[config.mk]
export PLATFORM = sky130hd
export DESIGN_NAME = agnmt_flat
export DESIGN_NICKNAME = d
export VERILOG_FILES = /design/src/rtl/agnmt_pkg.sv /design/src/rtl/agnmt_if.sv /design/src/rtl/agnmt_counter.sv /design/src/rtl/agnmt.sv /design/src/flat_wrapper.sv
export SDC_FILE = /design/constraint.sdc
export NUM_CORES = 1
export LEC_CHECK = 0
export ABC_AREA = 1
export CORE_MARGIN = 2
export CORE_UTILIZATION = 49
export CTS_CLUSTER_SIZE = 40
export DETAILED_ROUTE_END_ITERATION = 10
export MAX_ROUTING_LAYER = met4
export PLACE_DENSITY = 0.76
export SLEW_MARGIN = 25
export SYNTH_ARGS = -nofsm -noshare
export SYNTH_HDL_FRONTEND = slang
export SYNTH_HIERARCHICAL = 1
export SYNTH_SLANG_ARGS = --single-unit
[constraint.sdc]
create_clock -name clk -period 2.55 [get_ports clk]
set_input_delay 0.3825 -clock clk [delete_from_list [all_inputs] [get_ports clk]]
set_output_delay 0.3825 -clock clk [all_outputs]
set_load 0.02 [all_outputs]
[src/rtl/agnmt_pkg.sv]
// Shared types and constants for the agnmt pulse-train generator.
package agnmt_pkg;

    // Width of the period counter and of the N / MT controls.
    localparam int W = 11;

    typedef logic [W-1:0] cnt_t;

    // True when the counter must wrap on the next ce tick.
    // Unsigned compare; MT of 0 or 1 collapses the period to a single tick.
    function automatic logic is_term(input cnt_t q, input cnt_t mt);
        return (mt <= cnt_t'(1)) || (q >= mt - cnt_t'(1));
    endfunction

endpackage

[src/rtl/agnmt_if.sv]
// Control/status bundle of the agnmt pulse-train generator.
// master drives ce/N/MT and observes the pulse outputs; slave is the generator.
interface agnmt_if;
    import agnmt_pkg::*;

    logic ce;
    cnt_t N;
    cnt_t MT;
    cnt_t q;
    logic PW;
    logic start_PW;
    logic end_PW;

    modport master (output ce, N, MT, input q, PW, start_PW, end_PW);
    modport slave  (input ce, N, MT, output q, PW, start_PW, end_PW);
endinterface

[src/rtl/agnmt_counter.sv]
// Modulo-MT period counter advanced by a clock-enable tick.
// term flags the last tick of the period (or a degenerate MT of 0/1).
module agnmt_counter
    import agnmt_pkg::*;
(
    input  logic clk,
    input  logic rst,
    input  logic ce,
    input  cnt_t mt,
    output cnt_t q,
    output logic term
);

    cnt_t q_reg;
    cnt_t q_next;

    assign term = is_term(q_reg, mt);
    assign q    = q_reg;

    // Next count: wrap to zero at the terminal value, hold without a tick.
    always_comb begin
        q_next = q_reg;
        if (ce) begin
            q_next = term ? '0 : q_reg + cnt_t'(1);
        end
    end

    // Count register; reset wins over ce.
    always_ff @(posedge clk) begin
        if (rst) begin
            q_reg <= '0;
        end else begin
            q_reg <= q_next;
        end
    end

endmodule

[src/rtl/agnmt.sv]
// agnmt: programmable pulse-train generator.
// PW is high for the first N ce ticks of every MT-tick period, with
// one-clock strobes on the tick that leaves q=0 and on the last pulse tick.
// Build option AGNMT_SHADOW_EN: N and MT are sampled at reset and at each
// period boundary so that mid-period changes apply from the next period.
module agnmt
    import agnmt_pkg::*;
(
    input  logic    clk,
    input  logic    rst,
    agnmt_if.slave  bus
);

    cnt_t n_eff;
    cnt_t mt_eff;
    cnt_t q_cur;
    logic term;

    agnmt_counter u_counter (
        .clk  (clk),
        .rst  (rst),
        .ce   (bus.ce),
        .mt   (mt_eff),
        .q    (q_cur),
        .term (term)
    );

`ifdef AGNMT_SHADOW_EN
    cnt_t n_sh_reg;
    cnt_t mt_sh_reg;

    // Capture N/MT at reset and at each period boundary only.
    always_ff @(posedge clk) begin
        if (rst || (bus.ce && term)) begin
            n_sh_reg  <= bus.N;
            mt_sh_reg <= bus.MT;
        end
    end

    assign n_eff  = n_sh_reg;
    assign mt_eff = mt_sh_reg;
`else
    assign n_eff  = bus.N;
    assign mt_eff = bus.MT;
`endif

    logic n_nz;
    assign n_nz = (n_eff != '0);

    // Pulse level and edge strobes, all forced low while reset is asserted.
    always_comb begin
        bus.PW       = ~rst & (q_cur < n_eff);
        bus.start_PW = ~rst & bus.ce & n_nz & (q_cur == '0);
        bus.end_PW   = ~rst & bus.ce & n_nz & (n_eff < mt_eff)
                     & (q_cur == n_eff - cnt_t'(1));
    end

    assign bus.q = q_cur;

endmodule

[src/flat_wrapper.sv]
// flat-port wrapper written by rule: the top's interface ports become plain ports
module agnmt_flat import agnmt_pkg::*;
  (clk, rst, bus_ce, bus_N, bus_MT, bus_q, bus_PW, bus_start_PW, bus_end_PW);
  agnmt_if bus_i ();
  input  logic clk;
  input  logic rst;
  input wire logic [$bits(bus_i.ce)-1:0] bus_ce;
  input wire logic [$bits(bus_i.N)-1:0] bus_N;
  input wire logic [$bits(bus_i.MT)-1:0] bus_MT;
  output wire logic [$bits(bus_i.q)-1:0] bus_q;
  output wire logic [$bits(bus_i.PW)-1:0] bus_PW;
  output wire logic [$bits(bus_i.start_PW)-1:0] bus_start_PW;
  output wire logic [$bits(bus_i.end_PW)-1:0] bus_end_PW;
  assign bus_i.ce = bus_ce;
  assign bus_i.N = bus_N;
  assign bus_i.MT = bus_MT;
  assign bus_q = bus_i.q;
  assign bus_PW = bus_i.PW;
  assign bus_start_PW = bus_i.start_PW;
  assign bus_end_PW = bus_i.end_PW;
  agnmt u_core (.clk(clk), .rst(rst), .bus(bus_i));
endmodule
==> metrics.cfg, run 1 <==
[status]
outcome = finished clean

[routing]
vias = 2356
firstDrtPassIters = 4
ant_nets = 0
vias_per_cell = 5.01
drc = 0
totalWireLength_um = 6060
drt-wirelength-per-cell_um = 12.9
first_iter_violations = 147

[setup_path]
worst_ep_required_time_ns = 2.17
crit_path_max_incr_delay_ns = 0.49
cp-end-kind = output pin
crit_path_top_delay_cell = clkdlybuf4s50_1
critPathLaunchType = input pin
worst-setup-path-type = in -> out
cp_data_arrival_time_ns = 2.10
cp_max_fo = 4
crit_chain = clkdlybuf4s50_1 > ha_1 > nand4_1 > nor2_1 > nand2_1 > nand2_1 > nor2_1 > nand3_1 > nor3_2 > buf_4

[power]
p_seq_share_pct = 26.7
internal-power_w = 0.000436
cellPowerDensity_nw_per_um2 = 223
power.total_w = 0.000670
combPwrFrac_pct = 47.0
swShare_pct = 34.9
leakagePower_nw = 1.63
p_clk_share_pct = 26.3
p_sw_w = 0.000234
max-vdd-ir-drop_mv = 0.262

[die]
core_um2 = 4000
die_area_um2 = 4680
top_level_ports = 39
die_h_um = 68.4
placementRows = 23
die_x_um = 68.4
start_util_pct = 50.8

[place]
gp_congestion = 0.835
numPlacedInstances = 463
dp_hpwl_um = 4820
portBuffers = 38

[layout]
antenna_cells = 0
fin_nets = 482
largest_reg_flops = 11
syn2layout_area_growth_pct = 47.6
fin_util_pct = 74.9
n_fill_cell = 332
layout.cells.non_filler = 470
drive_gt1_share_pct = 26.4

[min_path]
hold_class = reg -> reg

[clocking]
clockBufferDepth = 2
cts_tree = yes
clk_pin_slew_worst_paths_ns = 0.05
htree_levels = 1
clkLatencyLatePin_ns = 0.24
cts_made_buffers = 3
cts-root-buf = clkbuf_8
cts.sinks = 11

[sta]
fin_crit_sh_pct = 97.4
setup_violations = 0
min_period_ns = 2.48
rsz0062_at_grt = yes
fmax_ghz = 0.403
final_max_slew_viol_count = 0
slew_headroom_pct = 74.8
tightest_slew_ns = 0.375
finalHoldViolCount = 0
finClkSkew_ns = 0.00113

[grt]
grt_pass1_vias = 2189
grt_pass1_wl_um = 9330
grt_max_degree = 10
track_usage_pct = 27.3
antenna_found_initial = 0
gr-total-overflow = 0

[yosys]
synth_area_um2 = 2030
synth.net_count = 389
ys_ff_latch = 11
syn_inst = 328
synth.avg_cell_area_um2 = 6.19
ys_types = 31
synth-seq-area-share_pct = 10.8
ys_warn_count = 6

[run]
cap_violations = 0

## layout by cell type, fill, tap and decap left out, types with 2 or more instances in the layout
master	netlist	final
a21oi_1	16	16
buf_4	1	51
buf_6	1	2
clkbuf_8	0	3
clkdlybuf4s50_1	0	21
dfxtp_1	11	11
dlygate4sd2_1	0	6
dlymetal6s2s_1	0	9
ha_1	36	34
ha_4	0	2
inv_1	57	50
inv_2	5	12
nand2_1	70	67
nand2_2	8	10
nand2_4	1	2
nand3_1	19	18
nand3_2	1	2
nand4_1	7	7
nor2_1	38	34
nor2_2	16	16
nor2_4	1	5
nor3_1	5	4
nor4_1	2	2
o21ai_0	6	6
o22ai_1	2	2
xnor2_1	5	5
xor2_1	11	10
## cell type report
class | instances | area, um2 | share of cell area, %
Sequential cell | 11 | 220 | 7.35
Inverter | 62 | 233 | 7.77
Clock buffer | 4 | 45.0 | 1.50
Timing Repair Buffer | 90 | 786 | 26.2
Multi-Input combinational cell | 253 | 1650 | 55.1
Tap cell | 50 | 62.6 | 2.09
## power by group through the flow
stage | Clock [W] | Sequential, W | Combinational, W
6_report | 0.000176 | 0.000179 | 0.000315
5_1_grt | 0.000184 | 0.000179 | 0.000350
4_1_cts | 0.000178 | 0.000179 | 0.000305
3_5_place_dp | 0 | 0.000182 | 0.000297
3_3_place_gp | 0 | 0.000182 | 0.000289
2_1_floorplan | 0 | 0.000190 | 0.000145
## cells in the mapped netlist
cell type	instances	area [um2]
o21ai_2	1	8.76
nand2_2	8	50.1
nor3_1	5	25.0
nor2_4	1	11.3
inv_1	57	214
nand4_1	7	43.8
mux2i_1	1	10.0
nor3_2	1	10.0
nor2_2	16	100
ha_1	36	450
nor2_1	38	143
nand4_2	1	12.5
nand3_1	19	95.1
buf_4	1	7.51
nor4_1	2	12.5
o32ai_1	1	8.76
o21bai_1	1	7.51
inv_2	5	18.8
o31ai_1	1	7.51
a21oi_1	16	80.1
nand3b_1	1	7.51
nand3_2	1	10.0
o22ai_1	2	12.5
buf_6	1	11.3
nand2_1	70	263
xnor2_1	5	43.8
xor2_1	11	96.3
o2111ai_1	1	8.76
dfxtp_1	11	220
nand2_4	1	11.3
o21ai_0	6	30.0
## per-layer routing
metal | vias up | wire (um) | GRT usage [%]
met2 | 58 | 3080 | 51.3
li1 | 1230 | - | -
met1 | 1058 | 2600 | 31.5
met3 | 10 | 319 | 3.45
met5 | - | 0 | -
met4 | 0 | 60 | 3.50
## worst max-delay path, delay by kind of cell
| kind | cells | cell delay (ns) |
|---|---|---|
| adders and majority gates | 1 | 0.33 |
| buffers and inverters | 2 | 0.65 |
| and+or+nand+nor | 7 | 0.73 |
## final timing paths
check / start / end / slack (ns) / cells past startpoint
worst max-delay path: bus_N[7] / bus_end_PW / 0.07 / 10
worst min-delay path: u_core/u_counter/q[10]$_SDFFE_PP0P_ / u_core/u_counter/q[10]$_SDFFE_PP0P_ / 0.73 / 5
worst max register to register: u_core/u_counter/q[7]$_SDFFE_PP0P_ / u_core/u_counter/q[8]$_SDFFE_PP0P_ / 0.73 / 12
worst min register to register: u_core/u_counter/q[10]$_SDFFE_PP0P_ / u_core/u_counter/q[10]$_SDFFE_PP0P_ / 0.73 / 5
## through the flow
step	cell area, um2	setup slack [ns]	TNS [ns]	hold slack (ns)
floorplan	2030	0.242	0	0.556
global placement	2820	-0.397	-4.69	0.698
detailed placement	2820	-0.432	-5.21	0.708
CTS	2920	0.0119	0	0.717
global route	3000	-0.0723	-0.398	0.740
finish	3000	0.0669	0	0.728
## logic make-up (layout without fill, tap and decap cells)
| kind of cell | count (synthesis) | after routing | share of synthesized area [%] |
|---|---|---|---|
| and+or+nand+nor | 171 | 171 | 39.1 |
| buffers and inverters | 64 | 156 | 12.4 |
| adders and majority gates | 36 | 36 | 22.2 |
| AOI/OAI and AO/OA | 29 | 29 | 8.07 |
| xor gates and xnor gates | 16 | 16 | 6.90 |
| DFF | 11 | 11 | 10.8 |
| muxes | 1 | 1 | 0.493 |
## what timing repair did
action,4_1_cts,5_1_grt
gates resized for setup,26,26
buffers inserted,2,1
pin swaps,11,11
setup endpoints to repair,14,14
cloned,0,0
hold buffers,0,0
Note: power is estimated with default switching activity, not from simulation.
==> run 2: changes to the inputs <==
--- a/config.mk
+++ b/config.mk
@@ -6,8 +6,9 @@
 export NUM_CORES = 1
 export LEC_CHECK = 0
 export ABC_AREA = 1
-export CORE_MARGIN = 2
+export CORE_MARGIN = 5
 export CORE_UTILIZATION = 49
+export CTS_CLUSTER_DIAMETER = 100
 export CTS_CLUSTER_SIZE = 40
 export DETAILED_ROUTE_END_ITERATION = 10
 export MAX_ROUTING_LAYER = met4
==> constraint.sdc (replaced) <==
create_clock -name clk -period 2.55 [get_ports clk]
set_input_delay 0.3825 -clock clk [delete_from_list [all_inputs] [get_ports clk]]
set_output_delay 0.3825 -clock clk [all_outputs]
set_load 0.005 [all_outputs]
==> run 2 against run 1 <==
Effect of this change:
- critical path depth up 6
- final area up 1.5%
- non-clock buffer count up 6
- setup slack better by 0.015 ns
- sequential share of layout area down 0.11 points
- largest cell class unchanged
- largest power group unchanged
- first-iteration DRC count down 8.8%
- die area up 18%
- hold slack worse by 0.039 ns
- critical endpoint is now u_core/u_counter/q[7]$_SDFFE_PP0P_
- critical path type is now in -> reg
- sequential power about the same
==> metrics.cfg, run 2 (synthesis gave the netlist of run 1 again) <==
[status]
outcome = finished clean  ; unchanged

[die]
start_util_pct = 50.8  ; unchanged
top_level_ports = 39  ; unchanged
die_h_um = 74.4  ; was 68.4 um
die_area_um2 = 5530  ; was 4680 um2
die_x_um = 74.4  ; was 68.4 um
core_um2 = 4000  ; unchanged
placementRows = 23  ; unchanged

[clocking]
cts-root-buf = clkbuf_8  ; unchanged
cts_hold_buf = 0  ; unchanged
cts_made_buffers = 3  ; unchanged
clkLatencyLatePin_ns = 0.24  ; about the same
clk_pin_slew_worst_paths_ns = 0.05  ; about the same
cts.sinks = 11  ; unchanged
cts_tree = yes  ; unchanged
htree_levels = 1  ; unchanged
clockBufferDepth = 2  ; unchanged

[grt]
grt_pass1_wl_um = 10000  ; was 9330 um
grt_max_degree = 10  ; unchanged
gr-total-overflow = 0  ; unchanged
track_usage_pct = 23.9  ; was 27.3%
antenna_found_initial = 0  ; unchanged
grt_pass1_vias = 2256  ; was 2189

[min_path]
hold_class = reg -> reg  ; unchanged
hold_end = u_core/u_counter/q[0]$_SDFFE_PP0P_  ; was u_core/u_counter/q[10]$_SDFFE_PP0P_
hold_depth = 3  ; was 5
hold_start = u_core/u_counter/q[0]$_SDFFE_PP0P_  ; was u_core/u_counter/q[10]$_SDFFE_PP0P_

[routing]
totalWireLength_um = 6280  ; was 6060 um
vias = 2398  ; was 2356
drt-wirelength-per-cell_um = 13.2  ; was 12.9 um
firstDrtPassIters = 4  ; unchanged
ant_nets = 0  ; unchanged
first_iter_violations = 134  ; was 147
vias_per_cell = 5.04  ; was 5.01
drc = 0  ; unchanged

[sta]
finClkSkew_ns = 0.00249  ; was 0.00113 ns
final_max_slew_viol_count = 0  ; unchanged
fmax_ghz = 0.405  ; was 0.403 GHz
finalHoldViolCount = 0  ; unchanged
fin_setup_tns_ns = 0  ; unchanged
setup_violations = 0  ; unchanged
slew_headroom_pct = 72.6  ; was 74.8%
tightest_slew_ns = 0.407  ; was 0.375 ns
hold_slack_ns = 0.689  ; was 0.728 ns
fin_crit_sh_pct = 96.8  ; was 97.4%
setup_slack_ns = 0.0818  ; was 0.0669 ns
min_period_ns = 2.47  ; was 2.48 ns

[setup_path]
r2r-end = u_core/u_counter/q[7]$_SDFFE_PP0P_  ; was u_core/u_counter/q[8]$_SDFFE_PP0P_
r2r_cells = 12  ; unchanged
crit_path_max_incr_delay_ns = 0.45  ; was 0.49 ns
r2r_slack_ns = 0.66  ; was 0.73 ns
crit_chain = clkdlybuf4s50_1 > buf_4 > nor2_2 > nand2_1 > xor2_1 > ha_1 > nand2_2 > nor2_2 > nand2_1 > nor2_1 > nor2_2 > nand2_2 > nand2_2 > nand2_2 > bufbuf_16 > nor2_2  ; was clkdlybuf4s50_1 > ha_1 > nand4_1 > nor2_1 > nand2_1 > nand2_1 > nor2_1 > nand3_1 > nor3_2 > buf_4
cp-end-kind = flip-flop  ; was output pin
critPathLaunchType = input pin  ; unchanged
cp_data_arrival_time_ns = 2.60  ; was 2.10 ns
crit_path_top_delay_cell = clkdlybuf4s50_1  ; unchanged
worst_ep_required_time_ns = 2.68  ; was 2.17 ns
worst-setup-path-type = in -> reg  ; was in -> out
cp_max_fo = 5  ; was 4
crit-reg2reg-launch = u_core/u_counter/q[8]$_SDFFE_PP0P_  ; was u_core/u_counter/q[7]$_SDFFE_PP0P_

[layout]
fin_util_pct = 76.0  ; was 74.9%
drive_gt1_share_pct = 26.8  ; was 26.4%
final_common_cell = nand2_1  ; unchanged
layout_common_cells = nand2_1 (69), buf_4 (56), inv_1 (51)  ; was nand2_1 (67), buf_4 (51), inv_1 (50)
finalInstanceArea_um2 = 3040  ; was 3000 um2
n_fill_cell = 304  ; was 332
fin_nets = 488  ; was 482
syn2layout_area_growth_pct = 49.7  ; was 47.6%
antenna_cells = 0  ; unchanged
largest_reg_flops = 11  ; unchanged

[power]
swShare_pct = 34.1  ; was 34.9%
internal-power_w = 0.000447  ; was 0.000436 W
p_seq_share_pct = 26.3  ; was 26.7%
p_clk_share_pct = 26.4  ; was 26.3%
leakagePower_nw = 1.63  ; about the same
p_sw_w = 0.000231  ; was 0.000234 W
cellPowerDensity_nw_per_um2 = 223  ; about the same
max-vdd-ir-drop_mv = 0.205  ; was 0.262 mV
combPwrFrac_pct = 47.3  ; was 47.0%

[place]
gp_congestion = 0.944  ; was 0.835
pre_cts_ws_ns = -0.351  ; was -0.432 ns
dp_hpwl_um = 4850  ; was 4820 um
place_area_um2 = 2810  ; was 2820 um2
portBuffers = 38  ; unchanged

[run]
cap_violations = 0  ; unchanged

run 2: repair_timing:
| action | 4_1_cts | 5_1_grt |
|---|---|---|
| cloned | 1 | 0 |
| setup endpoints to repair | 14 | 13 |
| pin swaps | 11 | 17 |
| resized for setup | 22 | 23 |
| setup buffers | 10 | 2 |
run 2: final cells by class:
type	count	area [um2]	area share, %
Timing Repair Buffer	96	847	27.9
Multi-Input combinational cell	253	1630	53.7
Tap cell	50	62.6	2.06
Sequential cell	11	220	7.24
Clock buffer	4	45.0	1.48
Inverter	62	233	7.65
run 2: metal layers:
| layer | share of wire, % | up-vias | track usage (%) |
|---|---|---|---|
| li1 | - | 1248 | - |
| met1 | 40 | 1080 | 28.6 |
| met2 | 51 | 61 | 41.7 |
| met3 | 7.1 | 9 | 3.24 |
| met4 | 1.1 | 0 | 6.72 |
| met5 | 0 | - | - |
run 2: how the worst max path moves through the flow:
stage                     from                            endpoint  slack, ns  cells past startpoint
floorplan            bus_MT[0]  u_core/u_counter/q[8]$_SDFFE_PP0P_       0.24                     17
global placement    bus_MT[10]                          bus_end_PW      -0.32                     13
detailed placement    bus_N[0]                          bus_end_PW      -0.35                     13
CTS                  bus_MT[7]  u_core/u_counter/q[1]$_SDFFE_PP0P_      0.009                     18
global route         bus_MT[1]  u_core/u_counter/q[7]$_SDFFE_PP0P_      -0.02                     18
finish               bus_MT[9]  u_core/u_counter/q[7]$_SDFFE_PP0P_       0.08                     16
run 2: metrics by stage:
step | power [W] | instances
after floorplan | 0.000329 | 328
after global placement | 0.000464 | 459
after detailed placement | 0.000472 | 459
after CTS | 0.000665 | 474
after global routing | 0.000724 | 476
final | 0.000678 | 476
run 2: power by group through the flow:
| stage | Sequential [W] | Combinational [W] | Clock, W |
|---|---|---|---|
| 2_1_floorplan | 0.000187 | 0.000143 | 0 |
| 3_3_place_gp | 0.000182 | 0.000282 | 0 |
| 3_5_place_dp | 0.000182 | 0.000290 | 0 |
| 4_1_cts | 0.000178 | 0.000307 | 0.000180 |
| 5_1_grt | 0.000178 | 0.000357 | 0.000189 |
| 6_report | 0.000178 | 0.000321 | 0.000179 |
run 2: worst max-delay path: cells and delay by family:
kind,cells,cell delay [ns]
xor gates and xnor gates,1,0.16
buffers and inverters,3,0.88
and+or+nand+nor,11,0.85
adders and majority gates,1,0.31
